$ cat config.mk
export PLATFORM = sky130hd
export DESIGN_NAME = hex_word_streamer_flat
export DESIGN_NICKNAME = d
export VERILOG_FILES = /design/src/rtl/hex_word_streamer_pkg.sv /design/src/rtl/hex_word_streamer_if.sv /design/src/rtl/hex_word_streamer_nibble_to_hex.sv /design/src/rtl/hex_word_streamer.sv /design/src/flat_wrapper.sv
export SDC_FILE = /design/constraint.sdc
export NUM_CORES = 1
export LEC_CHECK = 0
export CORE_ASPECT_RATIO = 0.8
export CORE_MARGIN = 5
export CORE_UTILIZATION = 50
export CTS_CLUSTER_DIAMETER = 80
export DETAILED_ROUTE_END_ITERATION = 10
export PLACE_DENSITY = 0.79
export SLEW_MARGIN = 20
export SYNTH_ARGS = -nofsm -noshare
export SYNTH_HDL_FRONTEND = slang
export SYNTH_SLANG_ARGS = --single-unit
$ cat constraint.sdc
create_clock -name clk -period 1.8 [get_ports clk]
set_input_delay 0.36 -clock clk [delete_from_list [all_inputs] [get_ports clk]]
set_output_delay 0.36 -clock clk [all_outputs]
set_load 0.01 [all_outputs]
$ cat src/rtl/hex_word_streamer_pkg.sv
// Shared FSM encoding and control-character constants for the hex word streamer.
// HEX_STREAM_NEWLINE_EN adds the CR/LF states used for line breaks.
package hex_word_streamer_pkg;

  typedef enum logic [2:0] {
    ST_IDLE  = 3'd0,
    ST_DIGIT = 3'd1,
`ifdef HEX_STREAM_NEWLINE_EN
    ST_SEP   = 3'd2,
    ST_CR    = 3'd3,
    ST_LF    = 3'd4
`else
    ST_SEP   = 3'd2
`endif
  } state_e;

  localparam logic [7:0] CHAR_CR = 8'h0D;
  localparam logic [7:0] CHAR_LF = 8'h0A;

endpackage

$ cat src/rtl/hex_word_streamer_if.sv
// Word handshake and serial-transmitter strobe bundle for the hex word streamer.
interface hex_word_streamer_if #(
  parameter int WORD_WIDTH = 16
);
  import hex_word_streamer_pkg::*;

  logic [WORD_WIDTH-1:0] word_i;
  logic                  word_valid_i;
  logic                  word_ready_o;
  logic                  tx_full_i;
  logic                  xmit_o;
  logic [7:0]            txchar_o;
  logic                  busy_o;

  modport slave (
    input  word_i, word_valid_i, tx_full_i,
    output word_ready_o, xmit_o, txchar_o, busy_o
  );

  modport master (
    output word_i, word_valid_i, tx_full_i,
    input  word_ready_o, xmit_o, txchar_o, busy_o
  );
endinterface

$ cat src/rtl/hex_word_streamer_nibble_to_hex.sv
// Maps a 4-bit value to its lowercase ASCII hex digit.
module nibble_to_hex
  import hex_word_streamer_pkg::*;
(
  input  logic [3:0] nibble,
  output logic [7:0] ascii
);

  always_comb begin
    if (nibble < 4'd10) ascii = 8'h30 + {4'h0, nibble};
    else                ascii = 8'h57 + {4'h0, nibble};
  end

endmodule

$ cat src/rtl/hex_word_streamer.sv
// Prints accepted words as lowercase hex characters into a serial transmit FIFO.
// Define HEX_STREAM_NEWLINE_EN to end every LINE_WORDS-th word with CR LF instead of SEP_CHAR.
//
// state    | meaning
// IDLE     | ready for a new word
// DIGIT    | emitting hex digits, MSB nibble first
// SEP      | emitting the separator after a word
// CR / LF  | emitting the line break (newline build only)
module hex_word_streamer
  import hex_word_streamer_pkg::*;
#(
  parameter int         WORD_WIDTH = 16,
  parameter int         LINE_WORDS = 8,
  parameter logic [7:0] SEP_CHAR   = 8'h20
) (
  input logic clk,
  input logic nreset,
  hex_word_streamer_if.slave bus
);

  localparam int NIB_W = (WORD_WIDTH > 4) ? $clog2(WORD_WIDTH / 4) : 1;
  localparam logic [NIB_W-1:0] NIB_LAST = NIB_W'(WORD_WIDTH / 4 - 1);

  if (WORD_WIDTH % 4 != 0 || WORD_WIDTH < 4 || WORD_WIDTH > 32 ||
      LINE_WORDS < 2 || LINE_WORDS > 255) begin : g_bad_param
    $error("hex_word_streamer: illegal WORD_WIDTH or LINE_WORDS");
  end

  state_e                state_q, state_d;
  logic [WORD_WIDTH-1:0] shift_q, shift_d;
  logic [NIB_W-1:0]      nib_q, nib_d;
  logic                  xmit_q, emit;
  logic [7:0]            txchar_q, emit_char, hex_char;

  nibble_to_hex u_nibble_to_hex (
    .nibble (shift_q[WORD_WIDTH-1 -: 4]),
    .ascii  (hex_char)
  );

`ifdef HEX_STREAM_NEWLINE_EN
  localparam logic [7:0] LINE_LAST = 8'(LINE_WORDS - 1);
  logic [7:0] line_q, line_d;
`endif

  always_comb begin
    state_d   = state_q;
    shift_d   = shift_q;
    nib_d     = nib_q;
    emit      = 1'b0;
    emit_char = txchar_q;
`ifdef HEX_STREAM_NEWLINE_EN
    line_d    = line_q;
`endif
    case (state_q)
      ST_IDLE: begin
        if (bus.word_valid_i) begin
          shift_d = bus.word_i;
          nib_d   = NIB_LAST;
          state_d = ST_DIGIT;
        end
      end
      ST_DIGIT: begin
        if (!bus.tx_full_i) begin
          emit      = 1'b1;
          emit_char = hex_char;
          shift_d   = shift_q << 4;
          nib_d     = nib_q - NIB_W'(1);
          if (nib_q == '0) begin
`ifdef HEX_STREAM_NEWLINE_EN
            state_d = (line_q == LINE_LAST) ? ST_CR : ST_SEP;
`else
            state_d = ST_SEP;
`endif
          end
        end
      end
      ST_SEP: begin
        if (!bus.tx_full_i) begin
          emit      = 1'b1;
          emit_char = SEP_CHAR;
          state_d   = ST_IDLE;
`ifdef HEX_STREAM_NEWLINE_EN
          line_d    = line_q + 8'd1;
`endif
        end
      end
`ifdef HEX_STREAM_NEWLINE_EN
      ST_CR: begin
        if (!bus.tx_full_i) begin
          emit      = 1'b1;
          emit_char = CHAR_CR;
          state_d   = ST_LF;
        end
      end
      ST_LF: begin
        if (!bus.tx_full_i) begin
          emit      = 1'b1;
          emit_char = CHAR_LF;
          state_d   = ST_IDLE;
          line_d    = 8'd0;
        end
      end
`endif
      default: state_d = ST_IDLE;
    endcase
  end

  always_ff @(posedge clk) begin
    if (!nreset) begin
      state_q  <= ST_IDLE;
      shift_q  <= '0;
      nib_q    <= '0;
      xmit_q   <= 1'b0;
      txchar_q <= 8'h20;
`ifdef HEX_STREAM_NEWLINE_EN
      line_q   <= 8'd0;
`endif
    end else begin
      state_q <= state_d;
      shift_q <= shift_d;
      nib_q   <= nib_d;
      xmit_q  <= emit;
      // txchar holds its last value between strobes
      if (emit) txchar_q <= emit_char;
`ifdef HEX_STREAM_NEWLINE_EN
      line_q  <= line_d;
`endif
    end
  end

  assign bus.word_ready_o = (state_q == ST_IDLE) && nreset;
  assign bus.xmit_o       = xmit_q;
  assign bus.txchar_o     = txchar_q;
  // the final strobe lands while already back in IDLE, so it still counts as busy
  assign bus.busy_o       = (state_q != ST_IDLE) || xmit_q;

endmodule

$ cat src/flat_wrapper.sv
// flat-port wrapper written by rule: the top's interface ports become plain ports
module hex_word_streamer_flat import hex_word_streamer_pkg::*;
#(
  parameter int         WORD_WIDTH = 16,
  parameter int         LINE_WORDS = 8,
  parameter logic [7:0] SEP_CHAR   = 8'h20
)
  (clk, nreset, bus_word_i, bus_word_valid_i, bus_tx_full_i, bus_word_ready_o, bus_xmit_o, bus_txchar_o, bus_busy_o);
  hex_word_streamer_if #(.WORD_WIDTH(WORD_WIDTH)) bus_i ();
  input logic clk;
  input logic nreset;
  input wire logic [$bits(bus_i.word_i)-1:0] bus_word_i;
  input wire logic [$bits(bus_i.word_valid_i)-1:0] bus_word_valid_i;
  input wire logic [$bits(bus_i.tx_full_i)-1:0] bus_tx_full_i;
  output wire logic [$bits(bus_i.word_ready_o)-1:0] bus_word_ready_o;
  output wire logic [$bits(bus_i.xmit_o)-1:0] bus_xmit_o;
  output wire logic [$bits(bus_i.txchar_o)-1:0] bus_txchar_o;
  output wire logic [$bits(bus_i.busy_o)-1:0] bus_busy_o;
  assign bus_i.word_i = bus_word_i;
  assign bus_i.word_valid_i = bus_word_valid_i;
  assign bus_i.tx_full_i = bus_tx_full_i;
  assign bus_word_ready_o = bus_i.word_ready_o;
  assign bus_xmit_o = bus_i.xmit_o;
  assign bus_txchar_o = bus_i.txchar_o;
  assign bus_busy_o = bus_i.busy_o;
  hex_word_streamer #(.WORD_WIDTH(WORD_WIDTH), .LINE_WORDS(LINE_WORDS), .SEP_CHAR(SEP_CHAR)) u_core (.clk(clk), .nreset(nreset), .bus(bus_i));
endmodule
==> impl_results.md <==
- Status: completed
- Area grow syn2layout: 26.6%
- Synth Area per Inst: 10.1 µm²
- First-pass GRT wire length: 5.65 mm
- Largest cells by area after synthesis: dfxtp_1 (39%), mux2i_1 (9.0%), a211oi_2 (6.9%)
- Post-Layout Inst Area: about 1800 µm²
- Post-DP Area: 1800 µm²
- Crit Path Category: reg2out
- CTS Buffer Depth: 2
- Seq cells post-synth: 28
- Row Count: 17
- Num ports: 31
- Aggregate routed wire length: between 3 and 4 mm
- Main synth FF type: dfxtp_1
- Die width: ~70 µm
- Die area: 4090 µm²
- Worst hold-check path type: reg2reg
- Final Slew Violations: 0
- Share of layout cells above drive strength 1: 0.192
- Max cap viols: 0
- RD Place Congestion: 0.772
- Fin. Hold Viols: 0
- Post-CTS setup buffer count: 0
- Max H-tree Level: 1
- Global Route Usage Sum: 0.173
- Clk_lat worst skew: ~0.34 ns
- IR drop worst, VDD: around 0.79 mV
- Worst EP arrival: ~1.4 ns
- N_diodes: 0
- Port-buffer cells: 29
- Most frequent cells in the layout: clkdlybuf4s50_1 (27), dfxtp_1 (26), a31oi_1 (14)
- CTS Root Cell: clkbuf_4
- Critical Path Sink Type: primary output
- Period Utilization, post-route: 0.956
- Worst Setup SP: u_core.state_q[1]$_SDFFE_PN0P_
- Req. time, crit path: 1.44 ns
- Largest net degree at the start of global routing: 19
- RR Startpoint: u_core.state_q[1]$_SDFFE_PN0P_
- GR Layer Usage met2: 0.301
- Finished Layout Cells: 215
- Worst Min Path Start: u_core.bus.txchar_o[5]$_SDFFE_PN1P_
- Initial antenna violation count: 0
- Worst clock skew: 0.00298 ns
- Synthesized cell area: ~1500 µm²
- Met3 Track Usage GR: 0.0520
- ANT nets after route: 0
- 1st-iter DRT viols: 85
- Power Density: between 1500 and 2000 nW/µm²
- Cells along the critical path: inv_2, ha_2, and2_1, dlygate4sd2_1
- Leakage Power: around 0.7 nW
- RSZ-0062 raised after global routing: false
- Setup crit start kind: register
- Total CTS buffers: 3
- Die height: 58.2 µm
- Layout Nets: 204
- Via Count: 1233
- Min cycle time layout: 1.72 ns
- Vias in the first global route: 1224
- CTS sink count: 28
- TritonRoute pass-1 iters: 4
- Initial core utilization: 0.525
- Largest area contributor in the netlist: dfxtp_1
- Critical path's largest stage delay: 0.39 ns
- Final setup fails: 0
- Synth cell types: 38
- HPWL after detailed placement: 2.48 mm
- Wirelength per Cell: ~15 µm
- Drt via density: 5.73
- Met1 GRT Util: 0.202
- Critical path's slowest cell: dfxtp_2
- EDFF count, synth: 0
- Fmax: 581 MHz
- Mapped Cells: 143
- Most used routing layer: met2
- Most common cell after layout, fill and taps aside: clkdlybuf4s50_1
- Grt total ovfl: 0
- Post-synth ARST share: 0
- Crit-path max FO: 3
- CTS tree: done
- Post-Syn Nets: 169
- Core Box Area: 2770 µm²
- Clock transition at the registers of the reported paths: roughly 0.15 ns
- Cell count after placement: 211
- Fillers: 239
- Post-synthesis sequential area ratio: 0.386
- Overall Power: 0.00282 W
- Synth warn: 0
- DRC: 0
- Post-synth top area share: 0.386
[logic make-up (layout without fill, tap and decap cells)]
family                     Yosys count  after routing  synth area share
AOI/OAI and AO/OA                   47             47             0.253
xor gates and xnor gates             1              1           0.00604
adders and majority gates            6              6            0.0517
buffers and inverters               18             52            0.0767
DFF                                 28             28             0.386
muxes                               14             14            0.0974
other                                1              1           0.00258
and+or+nand+nor                     28             28             0.126
[where the power goes]
group          internal, W  switching, W  total, W
clock             0.000124      0.000191  0.000315
combinational     0.000736      0.000813   0.00155
sequential        0.000826      0.000135  0.000960
[layer usage]
| layer | wire (µm) | vias to the layer above |
|---|---|---|
| met3 | 172 | 5 |
| met1 | 1440 | 586 |
| met4 | 36 | 0 |
| met2 | 1670 | 40 |
| met5 | 0 | - |
| li1 | - | 602 |
[worst max-delay path, delay by kind of cell, from the launching register on]
family,cells,cell delay [ns]
fa+ha+maj,1,0.18
simple gates,1,0.13
buf+inv,2,0.32
flops,1,0.39
[registers in the layout, summed over array words and instances (netlist names)]
register / flops
u_core.state_q: 2
u_core.bus.xmit_o: 1
u_core.bus.txchar_o: 7
u_core.shift_q: 16
u_core.nib_q: 2
[stage by stage]
stage	util	setup TNS [ns]	hold WS [ns]	setup slack, ns
floorplan	-	0	0.448	0.332
global placement	0.651	-0.0395	0.423	-0.0395
detailed placement	0.651	-0.0381	0.442	-0.0381
CTS	0.665	0	0.477	0.0441
global route	0.665	0	0.499	0.0121
finish	0.665	0	0.467	0.0783
[final timing paths]
path,slack (ns),to,cells past startpoint
max reg2reg,0.17,u_core.bus.txchar_o[2]$_SDFFE_PN0P_,6
min reg2reg,0.47,u_core.bus.txchar_o[5]$_SDFFE_PN1P_,1
min,0.47,u_core.bus.txchar_o[5]$_SDFFE_PN1P_,1
max,0.08,bus_word_ready_o,4
[cell type report]
type / instances / area [µm²] / area share
clock buffers: 4 / 36.3 / 0.0197
well taps: 38 / 47.5 / 0.0259
inverters: 9 / 33.8 / 0.0184
repair buffers: 39 / 375 / 0.204
multi-input cells: 97 / 782 / 0.425
flip-flops and latches: 28 / 563 / 0.306
[cells in the mapped netlist, types with 2 or more instances]
cell type	number
dfxtp_1	28
a31oi_1	14
mux2i_1	13
a211oi_2	8
inv_1	8
nand2_1	8
a21oi_1	6
ha_1	6
o2bb2ai_1	6
a211oi_1	4
buf_2	4
nand2b_1	4
o31ai_1	4
and3b_1	2
buf_4	2
buf_6	2
nand3_1	2
o21ai_0	2
[timing repair]
item	4_1_cts	5_1_grt
endpoints found under the setup margin	2	1
gates resized for setup	5	2
hold buffers	0	0
No activity file was read; power rests on OpenSTA's default activity.
